## config.mk

```make
export PLATFORM = sky130hd
export DESIGN_NAME = id_ex_stage
export DESIGN_NICKNAME = d
export VERILOG_FILES = /design/src/rtl/id_ex_stage.sv
export SDC_FILE = /design/constraint.sdc
export NUM_CORES = 1
export LEC_CHECK = 0
export CAP_MARGIN = 25
export CORE_UTILIZATION = 41
export CTS_CLUSTER_SIZE = 14
export DETAILED_ROUTE_END_ITERATION = 12
export PLACE_DENSITY = 0.8
export SLEW_MARGIN = 30
export SYNTH_ARGS = -nofsm -noshare
export SYNTH_HDL_FRONTEND = slang
export SYNTH_SLANG_ARGS = --single-unit
```

## constraint.sdc

```tcl
create_clock -name clk -period 1.25 [get_ports clk]
set_input_delay 0.25 -clock clk [delete_from_list [all_inputs] [get_ports clk]]
set_output_delay 0.25 -clock clk [all_outputs]
set_load 0.01 [all_outputs]
```

## src/rtl/id_ex_stage.sv

```systemverilog
// ---------------------------------------------------------------------------
// id_ex_stage
// ID/EX pipeline register feeding the 32-bit alu. Decodes ALU control,
// selects the b operand (register or extended immediate) and the
// destination register, and carries MEM/WB control bits forward.
// Every output comes straight from a flop (one-cycle latency).
//
// Ports
//   clk, rst_n          clock, asynchronous active-low reset
//   stall, flush        hold all registers / insert bubble (flush wins)
//   in_valid            ID stage presents a real instruction
//   in_rd1, in_rd2      register-file read data (rs, rt)
//   in_imm16            instruction[15:0], funct = in_imm16[5:0]
//   in_rt, in_rd        candidate destination register indices
//   in_aluop            00 add, 01 sub, 10 R-type funct, 11 ori
//   in_alusrc           1: b from immediate, 0: b from in_rd2
//   in_regdst           1: dest from in_rd, 0: from in_rt
//   in_regwrite/memread/memwrite/memtoreg  downstream control
//   alu_a, alu_b, alu_control              registered alu inputs
//   ex_store_data       registered in_rd2 (store data)
//   ex_wr_reg           registered destination register
//   ex_valid            stage holds a real instruction
//   ex_regwrite/memread/memwrite/memtoreg  registered control
//   illegal_op          registered: unsupported R-type funct
// ---------------------------------------------------------------------------
module id_ex_stage #(
  parameter int DW = 32,
  parameter int RW = 5
) (
  input  logic          clk,
  input  logic          rst_n,
  input  logic          stall,
  input  logic          flush,
  input  logic          in_valid,
  input  logic [DW-1:0] in_rd1,
  input  logic [DW-1:0] in_rd2,
  input  logic [15:0]   in_imm16,
  input  logic [RW-1:0] in_rt,
  input  logic [RW-1:0] in_rd,
  input  logic [1:0]    in_aluop,
  input  logic          in_alusrc,
  input  logic          in_regdst,
  input  logic          in_regwrite,
  input  logic          in_memread,
  input  logic          in_memwrite,
  input  logic          in_memtoreg,
  output logic [DW-1:0] alu_a,
  output logic [DW-1:0] alu_b,
  output logic [2:0]    alu_control,
  output logic [DW-1:0] ex_store_data,
  output logic [RW-1:0] ex_wr_reg,
  output logic          ex_valid,
  output logic          ex_regwrite,
  output logic          ex_memread,
  output logic          ex_memwrite,
  output logic          ex_memtoreg,
  output logic          illegal_op
);

  logic [DW-1:0] alu_a_q, alu_b_q, store_q;
  logic [DW-1:0] alu_b_d, ext_imm;
  logic [2:0]    ctl_q, ctl_d;
  logic [RW-1:0] wr_reg_q, wr_reg_d;
  logic          valid_q, regwrite_q, memread_q, memwrite_q, memtoreg_q, illegal_q;
  logic          illegal_d;
  logic          bubble;

  // ori zero-extends; every other ALUOp sign-extends.
  assign ext_imm  = (in_aluop == 2'b11) ? {{(DW-16){1'b0}}, in_imm16}
                                        : {{(DW-16){in_imm16[15]}}, in_imm16};
  assign alu_b_d  = in_alusrc ? ext_imm : in_rd2;
  assign wr_reg_d = in_regdst ? in_rd : in_rt;

  always_comb begin
    ctl_d     = 3'b010;
    illegal_d = 1'b0;
    unique case (in_aluop)
      2'b00: ctl_d = 3'b010;
      2'b01: ctl_d = 3'b110;
      2'b11: ctl_d = 3'b001;
      default: begin
        unique case (in_imm16[5:0])
          6'b100000: ctl_d = 3'b010;
          6'b100010: ctl_d = 3'b110;
          6'b100100: ctl_d = 3'b000;
          6'b100101: ctl_d = 3'b001;
          6'b101010: ctl_d = 3'b111;
          default: begin
            ctl_d     = 3'b010;
            illegal_d = 1'b1;
          end
        endcase
      end
    endcase
  end

  // A load with no real instruction is indistinguishable from a flush.
  assign bubble = flush | (~stall & ~in_valid);

  always_ff @(posedge clk or negedge rst_n) begin
    if (!rst_n) begin
      alu_a_q    <= '0;
      alu_b_q    <= '0;
      store_q    <= '0;
      ctl_q      <= '0;
      wr_reg_q   <= '0;
      valid_q    <= 1'b0;
      regwrite_q <= 1'b0;
      memread_q  <= 1'b0;
      memwrite_q <= 1'b0;
      memtoreg_q <= 1'b0;
      illegal_q  <= 1'b0;
    end else if (bubble) begin
      // Datapath registers hold; only the qualifying bits clear.
      valid_q    <= 1'b0;
      regwrite_q <= 1'b0;
      memread_q  <= 1'b0;
      memwrite_q <= 1'b0;
      memtoreg_q <= 1'b0;
      illegal_q  <= 1'b0;
    end else if (!stall) begin
      alu_a_q    <= in_rd1;
      alu_b_q    <= alu_b_d;
      store_q    <= in_rd2;
      ctl_q      <= ctl_d;
      wr_reg_q   <= wr_reg_d;
      valid_q    <= 1'b1;
      // An illegal funct neutralises side effects but stays valid.
      regwrite_q <= in_regwrite & ~illegal_d;
      memread_q  <= in_memread  & ~illegal_d;
      memwrite_q <= in_memwrite & ~illegal_d;
      memtoreg_q <= in_memtoreg;
      illegal_q  <= illegal_d;
    end
  end

  assign alu_a         = alu_a_q;
  assign alu_b         = alu_b_q;
  assign alu_control   = ctl_q;
  assign ex_store_data = store_q;
  assign ex_wr_reg     = wr_reg_q;
  assign ex_valid      = valid_q;
  assign ex_regwrite   = regwrite_q;
  assign ex_memread    = memread_q;
  assign ex_memwrite   = memwrite_q;
  assign ex_memtoreg   = memtoreg_q;
  assign illegal_op    = illegal_q;

endmodule

```

==> flow_summary.json <==
{
  "synth_area_leaders": "dfrtp_1, mux2_1, mux2_2",
  "fin_util_pct": 67.5,
  "worst_pin_slew_ps": 373,
  "nFillCells": 840,
  "layout.nets": 723,
  "finalCritPeriodShare_pct": 97.6,
  "cts_buffer_depth": 2,
  "drive_above_1_share_pct": 37.3,
  "p_total_mw": 9.17,
  "syn_to_final_growth_pct": 56.9,
  "ys_warn_count": 0,
  "grt-ovfl-total": 0,
  "drt-initial-drc-count": 118,
  "worstPathArrival_ps": 970,
  "cts_tree": "done",
  "synth_cell_types": 25,
  "max_freq_mhz": 819,
  "wire_per_inst_um": 16.2,
  "die_h_um": 107,
  "syn-cell-area_um2": 4500,
  "cap_violations": 0,
  "grt_pass1_vias": 3965,
  "vias": 3733,
  "gr-usage-all-layers_pct": 21.9,
  "die-area_um2": 11400,
  "p_leak_nw": 3.30,
  "vias_per_cell": 4.91,
  "syn_inst": 347,
  "cts.htree.levels": 3,
  "ioPinCount": 213,
  "status": "completed",
  "core_area_um2": 10500,
  "dp_cells": 715,
  "clkTransAtPathRegs_ps": 110,
  "critPathMaxFanout": 2,
  "path_cells": "clkdlybuf4s15_2",
  "start_util_pct": 43.0,
  "ant_nets": 0,
  "crit_type": "reg2out",
  "antenna_found_initial": 0,
  "fin_crit_ps": 1220,
  "critical_path_required_ps": 1000,
  "worst_slew_margin_rel_pct": 75.1,
  "power.density_nw_per_um2": 1300,
  "synthesis.nets": 450,
  "diodes": 0,
  "finClkSkew_ps": 0,
  "insertion_delay_ps": 350,
  "critical_path.max_stage_delay_ps": 400,
  "grt_max_degree": 67,
  "yosysTopAreaCell": "dfrtp_1",
  "synth_seq_area_share_pct": 61.1,
  "root_buffer": "clkbuf_8",
  "cp-end-kind": "output port",
  "yosys.area.top_type_share_pct": 61.1,
  "wl_um": 12300,
  "startpoint_type": "flop",
  "gp_congestion": 0.898,
  "drc": 0,
  "crit_slowest_cell": "dfrtp_1",
  "path_buf_inv": 1,
  "die_w_um": 107,
  "path_delay_family": "flip-flops",
  "synth-seq-cells": 110,
  "finalNonFillerCells": 761,
  "finalHoldViolations": 0,
  "slew_viol_final": 0,
  "setup_viol": 0,
  "firstDrtPassIters": 4,
  "io_buffer_count": 212,
  "numCtsBuffers": 9,
  "syn_area_per_cell_um2": 13.0,
  "min_path_type": "in2reg",
  "grt_first_pass_wirelength_um": 19600,
  "clock_sink_count": 110,
  "row_count": 37,
  "dp_hpwl_um": 9160,
  "ir_drop_mv": 0.633
}
## cells in the mapped netlist
| library cell | number |
|---|---|
| nor3b_1 | 2 |
| nor2b_1 | 2 |
| nand2_1 | 3 |
| nand2b_1 | 17 |
| a31o_2 | 1 |
| dfrtp_1 | 110 |
| a22oi_1 | 1 |
| a31oi_1 | 19 |
| clkbuf_1 | 3 |
| buf_1 | 1 |
| nor3b_2 | 1 |
| and3b_1 | 4 |
| mux2_2 | 24 |
| nand4b_1 | 1 |
| nand3_1 | 2 |
| nor2_1 | 40 |
| buf_2 | 13 |
| a211oi_1 | 3 |
| nor4b_1 | 1 |
| a21oi_1 | 30 |
| inv_1 | 1 |
| mux2i_1 | 22 |
| buf_4 | 5 |
| o22a_1 | 1 |
| mux2_1 | 40 |
## cell usage in the layout (no fill, tap or decap), drive strengths merged, types with 2 or more instances in the layout
cell	instances
nor2b	2
clkinv	3
nor2	40
mux2	64
inv	3
a31oi	19
mux2i	22
clkbuf	45
a211oi	3
dlymetal6s2s	2
clkdlybuf4s15	2
nand2	3
nand3	2
a21oi	30
clkdlybuf4s50	94
dfrtp	110
nand2b	17
nor3b	3
buf	149
and3b	4
## path summary, 6_finish.rpt
| check | to | slack [ps] | from | depth (start not counted) |
|---|---|---|---|---|
| max | alu_b[18] | 30 | alu_b[18] | 1 |
| max in group asynchronous | ex_store_data[16] | 480 | rst_n | 3 |
| min reg2reg | ex_store_data[23] | 490 | ex_store_data[23] | 1 |
| min in group asynchronous | ex_store_data[24] | 410 | rst_n | 3 |
| max reg2reg | ex_store_data[24] | 220 | ex_store_data[24] | 3 |
| min | ex_valid | 230 | flush | 3 |
## layout make-up
type | instances | area (um^2) | share of cell area, %
flip-flops and latches | 110 | 2750 | 39.0
repair buffers | 284 | 2290 | 32.4
multi-input cells | 214 | 1660 | 23.5
well taps | 136 | 170 | 2.41
clock buffers | 11 | 151 | 2.14
clock inverters | 5 | 40.0 | 0.567
inverters | 1 | 3.75 | 0.0531
## stage by stage
stage / cell area (um^2) / hold WS, ps / worst slack (ps) / TNS (ps)
floorplan: 4500 / -45.6 / -0.120 / -4.81
global placement: 7100 / 253 / -544 / -50500
detailed placement: 7100 / 261 / -577 / -52600
CTS: 7340 / 378 / 0.294 / 0
global route: 7060 / 207 / -10.3 / -10.3
finish: 7060 / 227 / 29.6 / 0
## layer usage
| metal | track usage, % | vias up | share of wire, % |
|---|---|---|---|
| met5 | 0 | - | 0 |
| met4 | 6.65 | 0 | 1.5 |
| met3 | 5.47 | 13 | 6.9 |
| met2 | 38.7 | 128 | 51 |
| met1 | 26.2 | 1824 | 40 |
| li1 | - | 1768 | - |
## report_power, final
group          internal, mW  total (mW)  switching (mW)
Clock                 0.855        2.06            1.20
Sequential             4.18        4.51           0.324
Combinational          1.43        2.60            1.18
## logic make-up after synthesis
logic type	after synthesis	share of synthesized area, %
flip-flops	110	61.1
AND/OR/NAND/NOR	73	8.23
multiplexers	86	20.9
AO/OA/AOI/OAI	55	7.03
buffers and inverters	23	2.70
## repair_timing
item / CTS / global route
hold buffers: 1 / 0
setup buffers: 20 / 6
gates cloned: 2 / 1
gates resized for setup: 352 / 75
setup endpoints to repair: 193 / 104
endpoints found under the hold margin: 110 / 0
pin swaps: 2 / 2
(Power assumes the default switching activity.)
